==> config.mk <==
export PLATFORM = sky130hd
export DESIGN_NAME = dense_layer_seq
export DESIGN_NICKNAME = d
export VERILOG_FILES = /design/src/rtl/dense_layer_seq.sv
export SDC_FILE = /design/constraint.sdc
export NUM_CORES = 1
export LEC_CHECK = 0
export BUFFER_PORTS_ARGS = -buffer_cell sky130_fd_sc_hd__buf_4
export CAP_MARGIN = 5
export CORE_MARGIN = 5
export CORE_UTILIZATION = 40
export DETAILED_ROUTE_END_ITERATION = 16
export HOLD_SLACK_MARGIN = 0.12
export PLACE_DENSITY = 0.64
export SYNTH_ARGS = -nofsm -noshare
export SYNTH_HDL_FRONTEND = slang
export SYNTH_SLANG_ARGS = --single-unit
==> constraint.sdc <==
create_clock -name clk -period 2.8 [get_ports clk]
set_input_delay 0.14 -clock clk [delete_from_list [all_inputs] [get_ports clk]]
set_output_delay 0.14 -clock clk [all_outputs]
set_load 0.005 [all_outputs]
==> src/rtl/dense_layer_seq.sv <==
// dense_layer_seq: sequences one fully-connected layer. Takes one activation per
// handshake, steps the weight ROM row address by N_OUT and strobes the MAC lanes.
// It then waits out the MAC latency and offers the result to the next layer.
// Ports: clk, reset_n (async active-low); start/abort/busy control;
// x_valid/x_data/x_ready activation input; rom_addr, mac_clr, mac_en, mac_x to the
// ROM and lanes; out_valid/out_ready/done result handshake; perf_stall_cnt.
// Optional: define DENSE_SEQ_PERF_EN to build the stall counter (else tied to 0).
module dense_layer_seq #(
    parameter int N_IN    = 34,
    parameter int N_OUT   = 15,
    parameter int MAC_LAT = 4,
    parameter int ADDR_W  = 32
) (
    input  logic              clk,
    input  logic              reset_n,
    input  logic              start,
    input  logic              abort,
    output logic              busy,
    input  logic              x_valid,
    input  logic [31:0]       x_data,
    output logic              x_ready,
    output logic [ADDR_W-1:0] rom_addr,
    output logic              mac_clr,
    output logic              mac_en,
    output logic [31:0]       mac_x,
    output logic              out_valid,
    input  logic              out_ready,
    output logic              done,
    output logic [15:0]       perf_stall_cnt
);

    localparam int RW = $clog2(N_IN + 1);
    localparam int DW = (MAC_LAT > 1) ? $clog2(MAC_LAT) : 1;

    localparam logic [RW-1:0]     LAST_ROW   = RW'(N_IN - 1);
    localparam logic [DW-1:0]     DRAIN_LOAD = DW'(MAC_LAT - 1);
    localparam logic [ADDR_W-1:0] STRIDE     = ADDR_W'(N_OUT);

    localparam logic [2:0] IDLE  = 3'd0;
    localparam logic [2:0] CLEAR = 3'd1;
    localparam logic [2:0] FETCH = 3'd2;
    localparam logic [2:0] DRAIN = 3'd3;
    localparam logic [2:0] OUT   = 3'd4;

    logic [2:0]        state;
    logic [2:0]        next_state;
    logic [RW-1:0]     row;
    logic [ADDR_W-1:0] base;
    logic [DW-1:0]     dcnt;
    logic              hs;
    logic              last;

    assign busy      = (state != IDLE);
    assign x_ready   = (state == FETCH);
    assign out_valid = (state == OUT);

    // Accepted activation; abort overrides any handshake in the same cycle.
    assign hs   = (state == FETCH) && x_valid && !abort;
    assign last = (row == LAST_ROW);

    always_comb begin
        next_state = state;
        if (abort) begin
            next_state = IDLE;
        end else begin
            case (state)
                IDLE:    if (start) next_state = CLEAR;
                CLEAR:   next_state = FETCH;
                FETCH:   if (x_valid && last) next_state = DRAIN;
                DRAIN:   if (dcnt == '0) next_state = OUT;
                OUT:     if (out_ready) next_state = IDLE;
                default: next_state = IDLE;
            endcase
        end
    end

    always_ff @(posedge clk or negedge reset_n) begin
        if (!reset_n) begin
            state    <= IDLE;
            mac_clr  <= 1'b0;
            mac_en   <= 1'b0;
            done     <= 1'b0;
            rom_addr <= '0;
            mac_x    <= '0;
            row      <= '0;
            base     <= '0;
            dcnt     <= '0;
        end else begin
            state   <= next_state;
            mac_clr <= (state == IDLE) && start && !abort;
            mac_en  <= hs;
            done    <= (state == OUT) && out_ready && !abort;

            if (state == CLEAR) begin
                row  <= '0;
                base <= '0;
            end else if (hs) begin
                mac_x    <= x_data;
                rom_addr <= base;
                base     <= base + STRIDE;
                row      <= row + RW'(1);
            end

            // Loaded on the last handshake so DRAIN spans exactly MAC_LAT cycles.
            if (hs && last)
                dcnt <= DRAIN_LOAD;
            else if (state == DRAIN && dcnt != '0)
                dcnt <= dcnt - DW'(1);
        end
    end

`ifdef DENSE_SEQ_PERF_EN
    logic stall;

    assign stall = ((state == FETCH) && !x_valid) ||
                   ((state == OUT) && !out_ready);

    always_ff @(posedge clk or negedge reset_n) begin
        if (!reset_n)
            perf_stall_cnt <= '0;
        else if (state == CLEAR)
            perf_stall_cnt <= '0;
        else if (stall && perf_stall_cnt != 16'hFFFF)
            perf_stall_cnt <= perf_stall_cnt + 16'd1;
    end
`else
    assign perf_stall_cnt = '0;
`endif

endmodule

# Word-level counts from Yosys, hierarchy flattened
# Index checks and enable logic that the tools add are counted.
dict set report totals {
  word_cells 52
  regBits 110
  out_inout_bits 86
}
dict set report classes {
  bitwise 1
  n_eq_ne 9
  n_mux 12
  n_addsub 3
  n_reduce_logical 18
}
# op count
set op_table {}
lappend op_table {{two-way mux 32 bit} 2}
lappend op_table {{adder 32 x 4 -> 32 bit (second input constant)} 1}
lappend op_table {{two-way mux 3 bit} 5}
lappend op_table {{case mux 3 bit (5 select lines)} 1}
lappend op_table {{two-way mux 6 bit} 2}
lappend op_table {{logical AND 1 bit} 9}
lappend op_table {{adder 6 x 1 -> 6 bit (second input constant)} 1}
lappend op_table {{equality test 3 x 2 -> 1 bit (second input constant)} 2}
lappend op_table {{equality test 6 bit (second input constant)} 1}
lappend op_table {{!= test 3 x 2 -> 1 bit (second input constant)} 2}
lappend op_table {{!= test 3 bit (second input constant)} 2}
lappend op_table {{nonzero test 2 bit} 3}
lappend op_table {{two-way mux 2 bit} 2}
lappend op_table {{AND reduction 4 bit} 1}
lappend op_table {{equality test 3 x 1 -> 1 bit (second input constant)} 1}
lappend op_table {{equality test 3 bit (second input constant)} 1}
lappend op_table {{zero test 3 bit} 1}
lappend op_table {{nonzero test 3 bit} 1}
lappend op_table {{zero test 2 bit} 1}
lappend op_table {{AND reduction 2 bit} 1}
lappend op_table {{subtractor 2 x 1 -> 2 bit (second input constant)} 1}
lappend op_table {{zero test 1 bit} 1}
lappend op_table {{NOT 1 bit} 1}

# Logic depth before layout (Yosys ltp)
dict set report logic_depth {
  ltp_word 5
  mapped_depth 7
  ltp_nobuf 6
}

# Least setup slack after synthesis
# No wires, ideal clock.
dict set report synth_path {
  kind {flip-flop to flip-flop}
  start {register state[0]}
  end {register base[23]}
  period_less_slack_ps 1918
  t_required_ps 2723
  stages_incl_launch_ff 6
  setup_slack_ps 882
  n_path_buf 1
  t_arrival_ps 1841
  path_cell_list {dfrtp_1 buf_4 nor4b_4 nand4_1 or4_1 a21oi_1}
}
dict set report synth_between {
  elab_chain_cells 4
  word_cells_on_any_way 6
  classes_between {eq/ne (2); mux (1); reduce/logical (3)}
}
# element line
set synth_lines {}
lappend synth_lines {{start: declaration} 45} ;# logic [2:0] state;
lappend synth_lines {{start signal: assignment} 89} ;# state <= next_state;
lappend synth_lines {{equality test 3 x 2 -> 1 bit} 58} ;# assign hs = (state == FETCH) && x_valid && !abort;
lappend synth_lines {{logical AND 1 bit (2 in a row)} 58}
lappend synth_lines {{nonzero test 2 bit (no source line)} -}
lappend synth_lines {{end signal: assignment} 100} ;# base <= base + STRIDE;
lappend synth_lines {{end: declaration} 48} ;# logic [ADDR_W-1:0] base;
# Several ways; a longest one is shown, not always the timed one.
# A chain may end at the register's enable or synchronous reset.

# Final worst setup path
dict set report layout_path {
  start {register state[2]}
  end {register base[23]}
}
# The elaborated chain is that of the path after synthesis.

==> key figures <==
Setup path
  • Worst R2R Path Depth: 6
  • WP data required: 3.07 ns
  • Crit path arrival time: 2.29 ns
  • Crit-path cells: nor4b_4 -> buf_4 -> nand4_1 -> buf_4 -> or4_1 -> a21oi_1
  • Kind of start point of the critical path: flip-flop
  • CP Capture Type: flip-flop
  • CP max FO: 18
  • Worst setup path class: reg2reg
  • CP dominant cell by count: buf_4
  • Worst path max stage delay: 0.50 ns
  • Crit-path slowest cell: dfrtp_1

Floorplanning
  • Total core area: 0.0121 mm²
  • Site row count: 40
  • Initial Utilization: 0.410
  • DIE AREA: 0.0147 mm²
  • I/O pins: 124
  • Floorplan die height: 121 µm
  • Die width: 121 µm

Routing
  • Final WL: 11.6 mm
  • DRT iter0 DRCs: 252
  • Routed vias/inst: 5.04
  • Residual DRC: 0
  • Wire per inst: 15.9 µm
  • Antenna Nets Post-Route: 0
  • TritonRoute pass-1 iters: 4
  • Vias: 3685

Clock network
  • CTS sink count: 110
  • Post-cts resize count: 0
  • Clk buf depth: 2
  • # Post-CTS Setup Buffers: 0
  • Worst skew pair latency: 0.35 ns
  • H-tree depth: 3
  • Clock Tree Root: clkbuf_16
  • Clk slew on worst S/H paths: 0.07 ns
  • CTS tree: done
  • Inserted Clock Buffers: 9

Synthesis
  • Post-synthesis register bit count: 110
  • Syn Std Cell Area: 0.00494 mm²
  • Synth Warn #: 0
  • Syn avg cell area: 11.9 µm²
  • Register area share after synthesis: 0.557
  • Post-Synthesis Cells: 416
  • Synth cell types: 48

Timing
  • RSZ-0062 raised after global routing: no
  • Max Fclk: 496 MHz
  • Max-slew headroom: 0.478
  • Final setup vio count: 0
  • Tmin final: 2.02 ns
  • Final Cycle Share: 0.720
  • Hold Fails Final Rpt: 0
  • Skew final: 0.00504 ns
  • Max Slew Vio Count: 0
  • Setup Total Neg Slack: 0 ns
  • Worst Tran Pin Value: 0.783 ns
  • Final worst slack: 0.784 ns

Power and ir drop
  • Power per Cell Area: 627 mW/mm²
  • P_int: 3060 µW
  • Share of power burned in registers: 0.478
  • Clk pwr share: 0.320
  • Gate power share: 0.203
  • Sw Ratio: 0.251
  • Worst IR drop on VDD: 375 µV
  • Switching power: 1030 µW
  • Leak: 0.00315 µW

Global routing
  • Largest net degree at the start of global routing: 61
  • Vias in the first global route: 3843
  • Remaining Overflow, GRT: 0
  • Antenna violations before repair: 0
  • GRT Util Overall: 0.168
  • First-pass GRT wire length: 19.5 mm

Finish
  • Share of layout cells above drive strength 1: 0.353
  • Area Growth Syn to Fin: 31.9%
  • Commonest non-fill, non-tap cell in the layout: buf_4
  • Most frequent cells in the layout: buf_4 (114), dfrtp_1 (110), mux2_2 (58)
  • Nets: 600
  • Antenna cells: 0

Hold path
  • Worst Hold Depth: 3
  • Hold Crit Class: in2reg

Run status
  • Status: finished, final reports clean

Placement
  • Buffers added on ports: 107
  • Routability cong.: 0.762
  • HPWL Detailed: 7.58 mm
  • Pre-CTS setup slack: 0.799 ns

Run
  • # Max-Cap Violations: 0
sequential cells by signal, indices dropped and copies added, names as in the netlist:
register and flops:
mac_x 32, mac_en 1, rom_addr 32, state 3, dcnt 2, done 1
mac_clr 1, base 32, row 6
repair_timing:
item	in CTS	in global routing
endpoints found under the setup margin	0	0
hold buffers	37	0
hold endpoints to repair	94	0
power by group through the flow:
stage	logic, µW	clock network [µW]	registers (µW)
2_1_floorplan	336	0	1980
3_3_place_gp	783	0	1970
3_5_place_dp	796	0	1980
4_1_cts	840	1340	1950
5_1_grt	910	1400	1990
6_report	829	1310	1950
path summary, 6_finish.rpt:
kind	startpoint	to	slack (ns)
setup reg to reg	state[2]	base[23]	0.78
hold / removal	x_valid	dcnt[0]	0.14
setup / recovery	state[2]	base[23]	0.78
hold reg to reg	rom_addr[0]	rom_addr[0]	0.48
min in group asynchronous	reset_n	base[2]	0.44
max in group asynchronous	reset_n	base[11]	1.62
Yosys cell counts, drive strengths merged:
cell,instances,area [µm²]
a21o,3,22.5
a21oi,12,60.1
a31oi,3,18.8
a41o,3,30.0
and2,1,6.26
and3,7,45.1
and3b,2,17.5
and4,2,17.5
buf,32,226
clkbuf,4,15.0
clkinv,1,3.75
conb,1,3.75
dfrtp,110,2750
ha,4,50.1
inv,12,45.0
mux2,58,653
mux2i,9,90.1
nand2,37,139
nand3,13,70.1
nand4,15,100
nor2,14,52.6
nor3,5,25.0
nor3b,4,35.0
nor4,5,31.3
nor4b,2,32.5
o211ai,3,22.5
o21a,1,7.51
o21ai,16,80.1
o22a,1,8.76
o311ai,3,26.3
o31ai,7,52.6
o41ai,1,8.76
or2,1,6.26
or3,8,51.3
or3b,2,17.5
or4,7,56.3
xnor2,3,26.3
xor2,4,35.0
stage by stage:
step                      instance area, µm²  hold WS, ns  utilization  power (µW)  std cells
after floorplan                         5000       -0.156            -        2310        431
after global placement                  5850        0.269        0.485        2750        678
after detailed placement                5850        0.275        0.485        2780        678
after CTS                               6520        0.129        0.541        4130        731
after global routing                    6520        0.142        0.541        4300        731
final                                   6520        0.139        0.541        4090        731
area by class of cell:
class	instances	area, µm²
Inverter	13	48.8
Timing Repair Buffer	152	1250
Tap cell	168	210
Clock inverter	4	45.0
Multi-Input combinational cell	272	1960
Clock buffer	12	256
Fill cell	1028	5540
Sequential cell	110	2750
worst max-delay path, delay by kind of cell, from the launching register on:
family,cells,cell delay (ns)
AO/OA/AOI/OAI,1,0.16
buffers and inverters,2,0.41
flip-flops,1,0.50
AND/OR/NAND/NOR,3,0.86
cell families (layout without fill, tap and decap cells):
group | count (synthesis) | in the layout | share of synthesized area
and+or+nand+nor | 125 | 125 | 0.142
DFF | 110 | 110 | 0.557
muxes | 67 | 67 | 0.150
AOI/OAI and AO/OA | 53 | 53 | 0.0684
buffers and inverters | 49 | 181 | 0.0587
xor gates and xnor gates | 7 | 7 | 0.0124
adders and majority gates | 4 | 4 | 0.0101
other | 1 | 16 | 0.000759
per-layer routing:
| layer | up-vias | track usage | share of wire |
|---|---|---|---|
| li1 | 1756 | - | - |
| met1 | 1815 | 0.215 | 0.44 |
| met2 | 84 | 0.269 | 0.48 |
| met3 | 30 | 0.0340 | 0.045 |
| met4 | 0 | 0.0861 | 0.035 |
| met5 | - | 0 | 0 |
No activity file was read; power rests on OpenSTA's default activity.
